### config.mk
export PLATFORM = sky130hd
export DESIGN_NAME = key_press_classifier_flat
export DESIGN_NICKNAME = d
export VERILOG_FILES = /design/src/rtl/key_press_classifier_if.sv /design/src/rtl/key_press_classifier.sv /design/src/flat_wrapper.sv
export SDC_FILE = /design/constraint.sdc
export NUM_CORES = 1
export LEC_CHECK = 0
export ABC_AREA = 0
export BUFFER_PORTS_ARGS = -buffer_cell sky130_fd_sc_hd__buf_2
export CAP_MARGIN = 20
export CELL_PAD_IN_SITES_DETAIL_PLACEMENT = 1
export CELL_PAD_IN_SITES_GLOBAL_PLACEMENT = 1
export CORE_MARGIN = 5
export CORE_UTILIZATION = 45
export CTS_CLUSTER_DIAMETER = 100
export DETAILED_ROUTE_END_ITERATION = 12
export PLACE_DENSITY = 0.8
export SYNTH_ARGS = -nofsm -noshare
export SYNTH_HDL_FRONTEND = slang
export SYNTH_SLANG_ARGS = --single-unit
### constraint.sdc
create_clock -name clk -period 2.9 [get_ports clk]
set_input_delay 0.29 -clock clk [delete_from_list [all_inputs] [get_ports clk]]
set_output_delay 0.29 -clock clk [all_outputs]
set_load 0.02 [all_outputs]
### src/rtl/key_press_classifier_if.sv
// Button-side signal bundle for key_press_classifier.
// The master drives the raw pin and the slave returns the debounced level and the classification pulses.
interface key_press_classifier_if;
    logic btn_in;
    logic btn_level;
    logic press_pulse;
    logic short_pulse;
    logic long_pulse;
    logic hold_long;

    modport master (
        output btn_in,
        input  btn_level, press_pulse, short_pulse, long_pulse, hold_long
    );

    modport slave (
        input  btn_in,
        output btn_level, press_pulse, short_pulse, long_pulse, hold_long
    );
endinterface

### src/rtl/key_press_classifier.sv
// Synchronizes, debounces and classifies one push-button: press edge, short release, long hold.
// Latency: btn_level and press_pulse follow btn_in after 2+DB_CYCLES edges; no backpressure, all outputs are registered.
module key_press_classifier #(
    parameter int DB_CYCLES   = 1000000,
    parameter int LONG_CYCLES = 100000000,
    parameter bit ACTIVE_LOW  = 1'b0
) (
    input  logic                  clk,
    input  logic                  rst,
    key_press_classifier_if.slave io_btn
);
    localparam int DB_W   = $clog2(DB_CYCLES + 1);
    localparam int HOLD_W = $clog2(LONG_CYCLES + 1);
    localparam logic [DB_W-1:0]   DB_LAST  = DB_W'(DB_CYCLES - 1);
    localparam logic [HOLD_W-1:0] HOLD_MAX = HOLD_W'(LONG_CYCLES);

    typedef enum logic [1:0] {IDLE, HELD, LONG} state_t;

    logic [1:0]        r_sync;
    logic [DB_W-1:0]   r_db_cnt;
    logic              r_level;
    state_t            r_state;
    logic [HOLD_W-1:0] r_hold_cnt;
    logic              r_press;
    logic              r_short;
    logic              r_long;
    logic              r_hold_long;

    logic              w_s;
    logic              w_level_nxt;
    logic [DB_W-1:0]   w_db_cnt_nxt;
    state_t            w_state_nxt;
    logic [HOLD_W-1:0] w_hold_cnt_nxt;
    logic              w_press_nxt;
    logic              w_short_nxt;
    logic              w_long_nxt;
    logic              w_hold_long_nxt;

    // Polarity is corrected before the synchronizer so both flops reset to the inactive level.
    always_ff @(posedge clk or posedge rst) begin
        if (rst) r_sync <= 2'b00;
        else     r_sync <= {r_sync[0], io_btn.btn_in ^ ACTIVE_LOW};
    end

    assign w_s = r_sync[1];

    always_comb begin
        w_level_nxt  = r_level;
        w_db_cnt_nxt = '0;
        if (w_s != r_level) begin
            if (r_db_cnt == DB_LAST) w_level_nxt  = w_s;
            else                     w_db_cnt_nxt = r_db_cnt + DB_W'(1);
        end
    end

    // The classifier looks at the next level so press/short pulses land on the btn_level edge itself.
    always_comb begin
        w_state_nxt     = r_state;
        w_hold_cnt_nxt  = r_hold_cnt;
        w_press_nxt     = 1'b0;
        w_short_nxt     = 1'b0;
        w_long_nxt      = 1'b0;
        w_hold_long_nxt = r_hold_long;
        case (r_state)
            IDLE: begin
                if (w_level_nxt && !r_level) begin
                    w_state_nxt    = HELD;
                    w_press_nxt    = 1'b1;
                    w_hold_cnt_nxt = HOLD_W'(1);
                end
            end
            HELD: begin
                if (!w_level_nxt) begin
                    w_state_nxt    = IDLE;
                    w_short_nxt    = 1'b1;
                    w_hold_cnt_nxt = '0;
                end else if (r_hold_cnt == HOLD_MAX) begin
                    w_state_nxt     = LONG;
                    w_long_nxt      = 1'b1;
                    w_hold_long_nxt = 1'b1;
                end else begin
                    w_hold_cnt_nxt = r_hold_cnt + HOLD_W'(1);
                end
            end
            LONG: begin
                if (!w_level_nxt) begin
                    w_state_nxt     = IDLE;
                    w_hold_long_nxt = 1'b0;
                    w_hold_cnt_nxt  = '0;
                end
            end
            default: begin
                w_state_nxt     = IDLE;
                w_hold_cnt_nxt  = '0;
                w_hold_long_nxt = 1'b0;
            end
        endcase
    end

    always_ff @(posedge clk or posedge rst) begin
        if (rst) begin
            r_db_cnt    <= '0;
            r_level     <= 1'b0;
            r_state     <= IDLE;
            r_hold_cnt  <= '0;
            r_press     <= 1'b0;
            r_short     <= 1'b0;
            r_long      <= 1'b0;
            r_hold_long <= 1'b0;
        end else begin
            r_db_cnt    <= w_db_cnt_nxt;
            r_level     <= w_level_nxt;
            r_state     <= w_state_nxt;
            r_hold_cnt  <= w_hold_cnt_nxt;
            r_press     <= w_press_nxt;
            r_short     <= w_short_nxt;
            r_long      <= w_long_nxt;
            r_hold_long <= w_hold_long_nxt;
        end
    end

    assign io_btn.btn_level   = r_level;
    assign io_btn.press_pulse = r_press;
    assign io_btn.short_pulse = r_short;
    assign io_btn.long_pulse  = r_long;
    assign io_btn.hold_long   = r_hold_long;
endmodule

### src/flat_wrapper.sv
// flat-port wrapper written by rule: the top's interface ports become plain ports
module key_press_classifier_flat 
#(
    parameter int DB_CYCLES   = 1000000,
    parameter int LONG_CYCLES = 100000000,
    parameter bit ACTIVE_LOW  = 1'b0
)
  (clk, rst, io_btn_btn_in, io_btn_btn_level, io_btn_press_pulse, io_btn_short_pulse, io_btn_long_pulse, io_btn_hold_long);
  key_press_classifier_if io_btn_i ();
  input  logic clk;
  input  logic rst;
  input wire logic [$bits(io_btn_i.btn_in)-1:0] io_btn_btn_in;
  output wire logic [$bits(io_btn_i.btn_level)-1:0] io_btn_btn_level;
  output wire logic [$bits(io_btn_i.press_pulse)-1:0] io_btn_press_pulse;
  output wire logic [$bits(io_btn_i.short_pulse)-1:0] io_btn_short_pulse;
  output wire logic [$bits(io_btn_i.long_pulse)-1:0] io_btn_long_pulse;
  output wire logic [$bits(io_btn_i.hold_long)-1:0] io_btn_hold_long;
  assign io_btn_i.btn_in = io_btn_btn_in;
  assign io_btn_btn_level = io_btn_i.btn_level;
  assign io_btn_press_pulse = io_btn_i.press_pulse;
  assign io_btn_short_pulse = io_btn_i.short_pulse;
  assign io_btn_long_pulse = io_btn_i.long_pulse;
  assign io_btn_hold_long = io_btn_i.hold_long;
  key_press_classifier #(.DB_CYCLES(DB_CYCLES), .LONG_CYCLES(LONG_CYCLES), .ACTIVE_LOW(ACTIVE_LOW)) u_core (.clk(clk), .rst(rst), .io_btn(io_btn_i));
endmodule
# == Word-level counts from Yosys, hierarchy flattened ==
# Index checks and enable logic that the tools add are counted.
# classes
add_sub_neg,2
n_eq_ne,11
mux,25
bitwise_logic,1
reduce_logical,6
# ops
op,n
27-bit 2-to-1 mux,4
27-bit case mux with 3 select lines,1
20-bit 2-to-1 mux,2
27-bit by 1-bit adder with 27-bit output (second input constant),1
27-bit == test (second input constant),1
20-bit by 1-bit adder with 20-bit output (second input constant),1
20-bit == test (second input constant),1
1-bit 2-to-1 mux,12
2-bit 2-to-1 mux,4
2-bit by 1-bit != test with 1-bit output (second input constant),3
3-bit != test (second input constant),2
2-bit case mux with 3 select lines,1
3-bit AND reduction,2
4-bit AND reduction,1
1-bit case mux with 3 select lines,1
2-bit by 1-bit == test with 1-bit output (second input constant),1
2-bit == test (second input constant),1
2-bit logical NOT,1
2-bit != test (second input constant),1
1-bit logical AND,1
1-bit logical NOT,1
1-bit != test,1
1-bit inverter,1
# word_totals
register_bits,56
inputBits,3
output_inout_bits,5
word_cells,54

# == Longest topological paths before layout ==
# logic_depth
depth_word,6
mapped_depth,10
ltp_nobuf,8

# == Worst setup path before layout ==
# Ideal clock, no wire load.
# synth_path
path_type,reg-to-reg
from,reg u_core.r_db_cnt[8]
to,reg u_core.r_hold_cnt[18]
setup_time_ns,0.121
t_arrival_ns,2.394
t_required_ns,2.779
slack_ns,0.385
stages_incl_launch_ff,9
n_path_buf,2
synth_period_minus_slack_ns,2.515
cell_sequence,dfrtp_1 > or4_4 > or4_4 > o21ai_4 > a211oi_2 > buf_6 > buf_8 > a21o_1 > a22o_1
# synth_between
elab_chain_cells,6
word_cells_on_any_way,10
cone_classes,eq/ne (4); mux (4); reduce/logical (2)
# synth_lines
element,line_no,rtl
from (decl),key_press_classifier.sv:20,logic [DB_W-1:0] r_db_cnt;
from (signal assigned),key_press_classifier.sv:111,r_db_cnt <= w_db_cnt_nxt;
20-bit == test (*),key_press_classifier.sv:51,if (r_db_cnt == DB_LAST) w_level_nxt = w_s;
1-bit 2-to-1 mux (*),key_press_classifier.sv:51,
1-bit 2-to-1 mux (*),key_press_classifier.sv:50,if (w_s != r_level) begin
1-bit logical AND,key_press_classifier.sv:66,if (w_level_nxt && !r_level) begin
2-bit by 1-bit != test with 1-bit output (no line),-,
3-bit AND reduction (no line),-,
to (signal assigned),key_press_classifier.sv:114,r_hold_cnt <= w_hold_cnt_nxt;
to (decl),key_press_classifier.sv:23,logic [HOLD_W-1:0] r_hold_cnt;
# Every way passes the cells marked *; elsewhere a longest branch is shown, timed or not.
# A chain may end at the register's enable or synchronous reset.

# == Worst setup path after layout ==
# layout_path
from,reg u_core.r_db_cnt[12]
to,reg u_core.r_hold_cnt[15]
# Same word-level chain as after synthesis.

==> impl_metrics.py <==
metrics = {
    "place": {
        "portBuffers": 7,
        "place_inst": 398,
        "placed_area_sq_um": 3150,
        "dpl.hpwl_um": 5270,
        "place_congestion": 0.784,
    },
    "min_path": {
        "hold_path.class": "in -> async",
    },
    "synth": {
        "netlist_area_sq_um": 3010,
        "synth_cell_types": 51,
        "synth-async-reset-ratio_pct": 100,
        "synth_nets": 317,
        "ys_warn_count": 0,
        "ys.flop_type": "dfrtp_1",
        "synth_edf_count": 0,
        "ys_ff_latch": 56,
        "synth.avg_cell_area_sq_um": 9.68,
        "syn_inst": 311,
        "synth_seq_area_share_pct": 46.6,
    },
    "power": {
        "powerDensity_nw_per_um2": 382,
        "p_sw_share_pct": 22.6,
        "comb_power_share_pct": 2.5,
        "seqPwrFrac_pct": 63.9,
        "p_clk_share_pct": 33.6,
        "leakagePower_nw": 1.44,
        "p_int_w": 0.000957,
        "peakVddDrop_v": 0.000211,
        "p_sw_w": 0.000279,
    },
    "clock_tree": {
        "cts-root-buf": "clkbuf_8",
        "cts_buffers": 5,
        "cts.sinks": 56,
        "cts_tree": "built",
        "clk_path_buf_depth": 2,
        "post_cts_buffers": 0,
        "clock_latency_ns": 0.31,
        "clk_pin_slew_worst_paths_ns": 0.10,
        "h-tree-depth": 2,
    },
    "worst_setup_path": {
        "reg2regPathDepth": 9,
        "critical_path_class": "reg -> reg",
        "r2r_slack_ns": 0.11,
        "worstPathMaxFanout": 22,
        "cp.required_ns": 3.10,
        "startpoint": "u_core.r_db_cnt[12]",
        "cp-endpoint": "u_core.r_hold_cnt[15]",
        "rr_endpoint": "u_core.r_hold_cnt[15]",
        "worstReg2RegStart": "u_core.r_db_cnt[12]",
        "start_kind": "flip-flop",
        "cp-end-kind": "flip-flop",
        "critical_path_arrival_ns": 2.99,
    },
    "route": {
        "ant_nets": 0,
        "drtPass1Iterations": 4,
        "wirelength_um": 7550,
        "drt_iter0_drc": 126,
        "vias": 2514,
        "viasPerCell": 6.21,
        "avgRoutedWirePerCell_um": 18.6,
        "route.detailed.drc": 0,
    },
    "timing": {
        "setup_viol": 0,
        "finalClockSkew_ns": 0.00638,
        "timing.slew.headroom_pct": 66.9,
        "fmaxAchievable_mhz": 359,
        "slew_violations": 0,
        "hold_viol_final": 22,
        "worst-slew-pin-transition_ns": 0.491,
        "finalCriticalPeriod_ns": 2.79,
        "fin_crit_sh_pct": 96.1,
        "hold_slack_ns": -0.0125,
    },
    "cells_and_area": {
        "diodes": 0,
        "fin_cells": 405,
        "postLayoutCellArea_sq_um": 3230,
        "final_util_pct": 50.4,
        "num-fill-cells": 759,
        "drive_gt1_share_pct": 14.9,
        "syn_to_final_growth_pct": 7.48,
        "layout.nets": 334,
    },
    "floorplan": {
        "dieArea_sq_um": 8420,
        "coreArea_sq_um": 6420,
        "die_w_um": 91.8,
        "die_h_um": 91.8,
        "io_pins": 8,
        "floorplan.initialDensity_pct": 46.9,
        "rows": 29,
    },
    "grt": {
        "gr-usage-all-layers_pct": 19.0,
        "grt.met3_usage_pct": 2.78,
        "grt_pass1_wl_um": 13000,
        "use_met1_pct": 25.3,
        "busiest_layer": "met2",
        "grt_overflow": 0,
        "grt_pass1_vias": 2642,
        "grt_max_degree": 35,
        "grtUsageMet2_pct": 32.0,
        "antenna_found_initial": 0,
    },
    "run": {
        "cap_violations": 0,
    },
    "status": {
        "violations": "negative hold slack",
        "status": "finished, violations left",
    },
}
final cells by class:
| type | instances | area, sq um | share of cell area, % |
|---|---|---|---|
| Multi-Input combinational cell | 235 | 1490 | 46.2 |
| Sequential cell | 56 | 1400 | 43.3 |
| Timing Repair Buffer | 18 | 121 | 3.75 |
| Tap cell | 77 | 96.3 | 2.98 |
| Clock buffer | 6 | 72.6 | 2.24 |
| Inverter | 12 | 45.0 | 1.39 |
| Clock inverter | 1 | 5.00 | 0.155 |
placed cells by master (no fill, tap or decap), types with 3 or more instances in the layout:
cell / count
a21o_1: 4
a21o_2: 9
a21oi_1: 5
a22o_1: 20
and3_1: 10
buf_2: 7
buf_4: 10
clkbuf_8: 5
dfrtp_1: 56
ha_1: 3
inv_1: 11
nand2_1: 20
nand3_1: 22
nand4_1: 11
nor2_1: 42
nor3_1: 10
nor4_1: 5
o21ai_0: 16
or3_1: 5
xnor2_1: 3
xor2_1: 14
synthesized netlist by cell type, types with 3 or more instances:
master | count | area, sq um
and3_1 | 10 | 62.6
nor4_1 | 5 | 31.3
nor2_1 | 42 | 158
inv_1 | 12 | 45.0
xor2_1 | 14 | 123
a21o_1 | 4 | 30.0
ha_1 | 3 | 37.5
nor3_1 | 10 | 50.1
dfrtp_1 | 56 | 1400
or3_1 | 5 | 31.3
nand3_1 | 22 | 110
buf_6 | 3 | 33.8
nand2_1 | 20 | 75.1
a21o_2 | 9 | 78.8
nand4_1 | 11 | 68.8
xnor2_1 | 3 | 26.3
o21ai_0 | 16 | 80.1
a22o_1 | 20 | 175
a21oi_1 | 5 | 25.0
flip-flops by register name, indices dropped and copies added (netlist names):
name                       count
u_core.io_btn.btn_level        1
u_core.io_btn.hold_long        1
u_core.io_btn.long_pulse       1
u_core.io_btn.press_pulse      1
u_core.io_btn.short_pulse      1
u_core.r_db_cnt               20
u_core.r_hold_cnt             27
u_core.r_state                 2
u_core.r_sync                  2
how the worst min path moves through the flow:
stage	from	end	slack (ns)
3_3_place_gp	u_core.r_sync[0]	u_core.r_sync[1]	0.33
6_report	rst	u_core.r_db_cnt[5]	-0.01
3_5_place_dp	rst	u_core.r_db_cnt[0]	0.34
5_1_grt	rst	u_core.r_db_cnt[1]	0.03
4_1_cts	rst	u_core.r_db_cnt[0]	0.009
2_1_floorplan	io_btn_btn_in	u_core.r_sync[0]	0.32
through the flow:
step                      worst slack, ns  total power (W)  setup TNS, ns
after floorplan                     0.385         0.000825              0
after global placement              0.240         0.000838              0
after detailed placement            0.132         0.000838              0
after CTS                           0.106          0.00125              0
after global routing              -0.0337          0.00129        -0.0337
final                               0.114          0.00124              0
logic make-up (layout without fill, tap and decap cells):
kind of cell	after synthesis	count (layout)	share of synthesized area [%]
AND/OR/NAND/NOR	147	147	25.9
flip-flops	56	56	46.6
XOR/XNOR	17	17	4.95
adder cells (fa/ha/maj)	3	3	1.25
buffers and inverters	20	37	3.83
AO/OA/AOI/OAI	68	68	17.5
power groups by stage:
stage	registers (W)	clock network, W	logic, W
3_5_place_dp	0.000806	0	0.0000327
4_1_cts	0.000790	0.000423	0.0000329
2_1_floorplan	0.000804	0	0.0000211
6_report	0.000790	0.000415	0.0000311
3_3_place_gp	0.000806	0	0.0000323
5_1_grt	0.000791	0.000463	0.0000375
worst max-delay path: stages, from the launching register on:
cell and delay (ns):
dfrtp_1 0.46, or4b_4 0.55, nor4_1 0.29, buf_4 0.18, a31oi_1 0.12, a211oi_2 0.28, buf_6 0.23, nor2_1 0.07
buf_4 0.22, a31o_2 0.27
what timing repair did:
item / CTS / global route
endpoints found under the hold margin: 0 / 0
setup endpoints to repair: 0 / 2
gates resized for setup: 0 / 1
hold buffers: 0 / 0
routing by layer:
layer / part of all wire (%) / up-vias
li1: - / 1159
met5: 0 / -
met1: 45 / 1287
met3: 4.3 / 12
met4: 1.7 / 0
met2: 49 / 56
(Power assumes the default switching activity.)
